$ cat src/rtl/serial_chunk_adder.sv
// serial_chunk_adder
//   Multi-cycle WIDTH-bit adder/subtractor. Operands are captured on an
//   in_valid/in_ready handshake. The adder then processes CHUNK bits per clock
//   through a ripple chain of full_adder cells, and the carry between chunks
//   is kept in a register. The result is held with out_valid until the
//   consumer raises out_ready.
//
// Ports
//   clk        rising-edge clock
//   rst_n      asynchronous active-low reset
//   in_valid   operands valid            in_ready   block can accept operands
//   a, b       WIDTH-bit operands        cin        carry-in (add mode only)
//   sub        1: a - b (cin ignored)
//   out_valid  result valid, held        out_ready  consumer accepts result
//   sum        result modulo 2^WIDTH
//   cout       carry out of the MSB (in sub mode, 1 = no borrow)
//   overflow   two's-complement overflow (carry into MSB ^ carry out of MSB)
`timescale 1ns/1ps

// One-bit full adder cell; the chunk adder below is a ripple chain of these.
module full_adder (
  input  logic a,
  input  logic b,
  input  logic ci,
  output logic s,
  output logic co
);
  assign s  = a ^ b ^ ci;
  assign co = (a & b) | (ci & (a ^ b));
endmodule

module serial_chunk_adder #(
  parameter int WIDTH = 16,
  parameter int CHUNK = 4
) (
  input  logic             clk,
  input  logic             rst_n,
  input  logic             in_valid,
  output logic             in_ready,
  input  logic [WIDTH-1:0] a,
  input  logic [WIDTH-1:0] b,
  input  logic             cin,
  input  logic             sub,
  output logic             out_valid,
  input  logic             out_ready,
  output logic [WIDTH-1:0] sum,
  output logic             cout,
  output logic             overflow
);

  localparam int NCH = WIDTH / CHUNK;
  localparam int CW  = (NCH > 1) ? $clog2(NCH) : 1;
  localparam logic [CW-1:0] LAST = CW'(NCH - 1);

  if (WIDTH < 1 || CHUNK < 1 || CHUNK > WIDTH || (WIDTH % CHUNK) != 0) begin : g_bad_params
    $error("serial_chunk_adder: CHUNK must lie in 1..WIDTH and divide WIDTH");
  end

  typedef enum logic [1:0] {IDLE, RUN, DONE} state_t;

  state_t            state;
  logic [WIDTH-1:0]  a_reg;
  logic [WIDTH-1:0]  b_reg;   // already inverted for subtraction
  logic              carry;
  logic [CW-1:0]     cnt;

  logic [CHUNK-1:0]  a_ch;
  logic [CHUNK-1:0]  b_ch;
  logic [CHUNK-1:0]  s_ch;
  logic [CHUNK:0]    c;       // c[i] = carry into bit i of the current chunk

  // Select chunk cnt of each captured operand.
  always_comb begin
    // NOTE: every always_comb output gets a default first, so no path leaves
    // it unassigned and no latch is inferred.
    a_ch = '0;
    b_ch = '0;
    for (int k = 0; k < NCH; k++) begin
      if (cnt == CW'(k)) begin
        a_ch = a_reg[k*CHUNK +: CHUNK];
        b_ch = b_reg[k*CHUNK +: CHUNK];
      end
    end
  end

  assign c[0] = carry;

  for (genvar i = 0; i < CHUNK; i++) begin : g_fa
    full_adder u_fa (
      .a  (a_ch[i]),
      .b  (b_ch[i]),
      .ci (c[i]),
      .s  (s_ch[i]),
      .co (c[i+1])
    );
  end

  always_ff @(posedge clk or negedge rst_n) begin
    // NOTE: operand and result registers are cleared on reset along with the
    // control state. They are plain flops, not a memory array, and this keeps
    // sum/cout/overflow at the documented zero after reset.
    if (!rst_n) begin
      state     <= IDLE;
      in_ready  <= 1'b1;
      out_valid <= 1'b0;
      sum       <= '0;
      cout      <= 1'b0;
      overflow  <= 1'b0;
      cnt       <= '0;
      carry     <= 1'b0;
      a_reg     <= '0;
      b_reg     <= '0;
    end else begin
      // NOTE: sequential state uses non-blocking assignments only, so every
      // register samples pre-edge values regardless of statement order.
      case (state)
        IDLE: begin
          if (in_valid && in_ready) begin
            a_reg    <= a;
            // Subtraction is a + ~b + 1, so the +1 enters through the carry.
            b_reg    <= sub ? ~b : b;
            carry    <= sub ? 1'b1 : cin;
            cnt      <= '0;
            in_ready <= 1'b0;
            state    <= RUN;
          end
        end

        RUN: begin
          for (int k = 0; k < NCH; k++) begin
            if (cnt == CW'(k)) sum[k*CHUNK +: CHUNK] <= s_ch;
          end
          carry <= c[CHUNK];
          if (cnt == LAST) begin
            // On the last chunk, c[CHUNK-1] is the carry into bit WIDTH-1.
            cout      <= c[CHUNK];
            overflow  <= c[CHUNK-1] ^ c[CHUNK];
            out_valid <= 1'b1;
            state     <= DONE;
          end else begin
            cnt <= cnt + CW'(1);
          end
        end

        DONE: begin
          if (out_ready) begin
            out_valid <= 1'b0;
            in_ready  <= 1'b1;
            state     <= IDLE;
          end
        end

        default: begin
          out_valid <= 1'b0;
          in_ready  <= 1'b1;
          state     <= IDLE;
        end
      endcase
    end
  end

endmodule

$ cat config.mk
export PLATFORM = sky130hd
export DESIGN_NAME = serial_chunk_adder
export DESIGN_NICKNAME = d
export VERILOG_FILES = /design/src/rtl/serial_chunk_adder.sv
export SDC_FILE = /design/constraint.sdc
export NUM_CORES = 1
export LEC_CHECK = 0
export BUFFER_PORTS_ARGS = -buffer_cell sky130_fd_sc_hd__buf_4
export CAP_MARGIN = 40
export CORE_MARGIN = 4
export CORE_UTILIZATION = 50
export DETAILED_ROUTE_END_ITERATION = 10
export PLACE_DENSITY = 0.78
export SYNTH_ARGS = -nofsm -noshare
export SYNTH_HDL_FRONTEND = slang
export SYNTH_SLANG_ARGS = --single-unit
$ cat constraint.sdc
create_clock -name clk -period 4 [get_ports clk]
set_clock_uncertainty 0.15 [all_clocks]
set_input_delay 0.2 -clock clk [delete_from_list [all_inputs] [get_ports clk]]
set_output_delay 0.2 -clock clk [all_outputs]
set_load 0.02 [all_outputs]
After elaboration in Yosys (flattened, before gate mapping)
Index checks and enable logic that the tools add are counted.
Storage, ports and cells
  register bits after elaboration: 57
  logic and storage cells: 86
Cells by class
  add/subtract/negate cells: 1
  equality and inequality tests: 9
  mux-type cells: 25
  bitwise logic cells: 24
  reductions and logical operators: 14
Operator list (number)
  2-to-1 mux 4 bit: 8
  2-to-1 mux 16 bit: 1
  NOT 16 bit: 1
  AND reduction 2 bit: 6
  AND reduction 3 bit: 4
  2-to-1 mux 2 bit: 5
  XOR 1 bit: 9
  AND 1 bit: 8
  inequality test 2 bit, second input constant: 4
  == test 2 bit, second input constant: 3
  2-to-1 mux 1 bit: 6
  case mux 1 bit (3 select lines): 2
  case mux 2 bit (3 select lines): 1
  == test 2 x 1 -> 1 bit, second input constant: 2
  zero test 2 bit: 2
  bitwise OR 1 bit: 4
  case mux 2 bit (2 select lines): 1
  adder 2 x 1 -> 2 bit, second input constant: 1
  NOT 1 bit: 2
  case mux 1 bit (2 select lines): 1
  nonzero test 2 bit: 1
  logical AND 1 bit: 1

Depth between registers and ports, before layout
  word-level depth: 15
  depth in mapped cells: 13

By module
A second synthesis with hierarchy kept.
Second synthesis, totals
  cell total of the unflattened synthesis: 223
  area total of the unflattened synthesis: 2692.6 µm²
Modules (own cells, without submodules)
  serial_chunk_adder: times used 1, cells an instance 219, area an instance 2612.5 µm², seq. area each 1427.6 µm²
  full_adder: times used 4, cells an instance 1, area an instance 20.0 µm², seq. area each 0.0 µm²

Least setup slack after synthesis
Ideal clock, no wire load.
  path type: reg-to-reg
  start: register cnt[0]
  end: register sum[15]
  data arrival time: 3357 ps
  data required time: 3725 ps
  path slack: 369 ps
  cell stages (with the launch flop): 12
  period minus slack after synthesis: 3631 ps
  cell sequence: dfrtp_1 -> inv_1 -> ha_1 -> clkbuf_1 -> clkbuf_1 -> a21oi_1 -> a22o_1 -> fa_1 -> fa_1 -> fa_1 -> fa_1 -> mux2_2
On the way
  longest elaborated chain between the ends: 13
  elaborated cells on any way between the ends: 27
RTL lines
  start, declared: RTL line 65  | logic [CW-1:0] cnt;
  start signal, assigned: RTL line 141  | cnt <= cnt + CW'(1);
  zero test 2 bit: RTL line 79  | if (cnt == CW'(k)) begin
  2-to-1 mux 4 bit (4 in series): RTL line 79
  XOR 1 bit: RTL line 29  | assign co = (a & b) | (ci & (a ^ b));
  AND 1 bit: RTL line 29
  bitwise OR 1 bit: RTL line 29
  AND 1 bit: RTL line 29
  bitwise OR 1 bit: RTL line 29
  AND 1 bit: RTL line 29
  bitwise OR 1 bit: RTL line 29
  XOR 1 bit (*): RTL line 28  | assign s = a ^ b ^ ci;
  named net g_fa[3].u_fa.s: RTL line 25  | output logic s,
  end signal, assigned by index: RTL line 131  | if (cnt == CW'(k)) sum[k*CHUNK +: CHUNK] <= s_ch;
  end, declared: RTL line 46  | output logic [WIDTH-1:0] sum,
Mark *: on every way through the listed nets, which the timed path passes. The rest lies on a longest branch.
A chain may end at the register's enable or synchronous reset.

Worst setup path in the final report
  start: register cnt[0]
  end: register sum[3]
The elaborated chain is that of the path after synthesis.

==> metrics.yaml <==
area_growth_pct: 35.3
root_buffer: "clkbuf_8"
slew_violations: 0
row_count: 26
gp_congestion: 0.772
fin_util_pct: 70.8
drv_cap: 0
p_seq_share_pct: 35.6
clk_pin_slew_worst_paths_ns: 0.07
via_count: 2035
power.net_switching_mw: 1.04
antenna_found_initial: 0
ys_seq_elements: 57
sw_frac_of_total_pct: 37.5
crit_slowest_cell: "ha_1"
period_share_pct: 92.7
relSlewSlack_pct: 54.1
nets: 374
tns_ns: 0
n_fill_cell: 400
yosysSeqAreaShare_pct: 52.4
path_cells: "inv_1 > ha_1 > a21oi_1 > a22o_1 > fa_1 > fa_1 > fa_1 > fa_1 > mux2_2"
crit_family: "adder cells"
port_buffers: 57
internal_power_mw: 1.74
critPathCaptureType: "flop"
die_area_um2: 6690
critPathRequiredTime_ns: 4.07
fp.dieW_um: 81.8
antenna_cells: 0
hold_violations: 0
vias_per_cell: 5.05
path_common_cell: "fa_1"
drive_gt1_share_pct: 32.1
powerDensity_nw_per_um2: 756
avgSynthCellArea_um2: 11.2
hpwl_um: 3990
cp_max_fo: 17
ioPinCount: 58
multi_input_area_um2: 1160
cp_slowest_stage_delay_ns: 0.55
max_freq_mhz: 270
hp-class: "in2reg"
grt_setup_unrepaired: "false"
synth_cell_type_count: 26
core_area_um2: 5200
avgRoutedWirePerCell_um: 14.2
finalSetupViolCount: 0
pwr-share-clk_pct: 19.5
critPathArrivalTime_ns: 3.78
ctsHoldBuffers: 31
clk_path_buf_depth: 2
syn-cell-area_um2: 2720
grt_pass1_wl_um: 9350
grt_pass1_vias: 1974
crit_buf_inv: 1
htree_num_levels: 3
drc: 0
clock-sinks: 57
synth-warning-count: 0
tritoncts: "done"
syn-instance-count: 243
grtUsageTotal_pct: 19.1
overflow: 0
worst_pin_slew_ns: 0.689
timing.final.crit_period_ns: 3.71
start_util_pct: 52.3
ant_nets: 0
finalWirelength_um: 5710
power.leakage_nw: 1.74
start_kind: "flop"
status: "complete, no violations"
hold_ws_ns: 0.0172
cts_buffers: 9
vdd_drop_max_uv: 463
p_comb_share_pct: 44.9
post-cts-setup-buffer-count: 0
dr.pass1.iters: 4
drt_iter0_drc: 87
post_cts_resized: 0
grt_max_degree: 58
syn-num-nets: 289
die_height_um: 81.8
clk_latency_ns: 0.33
critPathKind: "reg2reg"
seqCellArea_um2: 1430
per-layer routing:
metal  part of all wire, %  up-vias  global-route usage, %
met5                     0        -                      0
met4                   2.2        0                   8.80
met3                   5.4       10                   6.69
met2                    49       50                   30.0
met1                    44      982                   23.6
li1                      -      993                      -
worst register-to-register path: stages (launching register included):
cell     delay (ns)
dfrtp_1        0.41
inv_1          0.09
ha_1           0.55
a21oi_1        0.13
a22o_1         0.24
fa_1           0.42
fa_1           0.39
fa_1           0.43
fa_1           0.50
mux2_2         0.28
layout by cell type (no fill, tap or decap), drive strengths merged:
| cell type | instances |
|---|---|
| a21oi | 30 |
| a22o | 9 |
| and2b | 1 |
| buf | 58 |
| bufinv | 1 |
| clkbuf | 11 |
| clkinv | 4 |
| dfrtp | 56 |
| dfstp | 1 |
| dlygate4sd3 | 32 |
| fa | 4 |
| ha | 4 |
| inv | 12 |
| mux2 | 30 |
| nand2 | 22 |
| nand3b | 1 |
| nor2 | 16 |
| nor3b | 2 |
| nor4bb | 1 |
| o21ai | 18 |
| o22a | 1 |
| o31ai | 2 |
| xnor2 | 13 |
| xor2 | 4 |
layout make-up:
cell class	instances	share of cell area [%]
inverters	12	1.22
clock buffers	11	4.11
flip-flops and latches	57	38.8
well taps	70	2.38
multi-input cells	158	31.6
clock inverters	5	1.46
repair buffers	90	20.5
cells by family (layout without fill, tap and decap cells):
logic type      Yosys count  count (layout)  synth area share, %
compound gates           60              60                 12.8
xor+xnor                 17              17                 5.47
fa+ha+maj                 8               8                 4.78
buf+inv                  28             118                 5.42
flops                    57              57                 52.4
mux                      30              30                 12.4
simple gates             43              43                 6.71
cells in the mapped netlist (all sizes together):
cell / instances / area [µm²]
a21oi: 30 / 150
a22o: 9 / 78.8
and2b: 1 / 7.51
buf: 11 / 83.8
clkbuf: 5 / 18.8
dfrtp: 56 / 1400
dfstp: 1 / 26.3
fa: 4 / 80.1
ha: 4 / 50.1
inv: 12 / 45.0
mux2: 30 / 338
nand2: 22 / 82.6
nand3b: 1 / 7.51
nor2: 16 / 60.1
nor3b: 2 / 15.0
nor4bb: 1 / 10.0
o21ai: 18 / 90.1
o22a: 1 / 8.76
o31ai: 2 / 20.0
xnor2: 13 / 114
xor2: 4 / 35.0
final timing paths:
kind                        endpoint  startpoint  slack (ns)  cells past startpoint
hold / removal             b_reg[10]       b[10]        0.02                      4
min in group asynchronous  a_reg[15]       rst_n        0.32                      2
hold reg to reg             overflow    overflow        0.34                      2
setup / recovery              sum[3]      cnt[0]        0.29                      9
max in group asynchronous   b_reg[8]       rst_n        2.94                      2
setup reg to reg              sum[3]      cnt[0]        0.29                      9
per-stage QoR:
| stage | setup slack, ns | cell area (µm²) | power, mW | cells |
|---|---|---|---|---|
| global route | 0.0965 | 3680 | 2.99 | 403 |
| finish | 0.293 | 3680 | 2.78 | 403 |
| floorplan | 0.369 | 2720 | 1.81 | 243 |
| CTS | 0.276 | 3670 | 2.81 | 402 |
| global placement | 0.425 | 3160 | 2.19 | 355 |
| detailed placement | 0.297 | 3160 | 2.24 | 355 |
power by group through the flow:
stage / Clock (mW) / Combinational, mW / Sequential [mW]
global placement: 0 / 1.19 / 0.994
finish: 0.543 / 1.25 / 0.991
CTS: 0.557 / 1.26 / 0.992
detailed placement: 0 / 1.24 / 0.999
floorplan: 0 / 0.771 / 1.04
global route: 0.587 / 1.38 / 1.02
No activity file was read; power rests on OpenSTA's default activity.
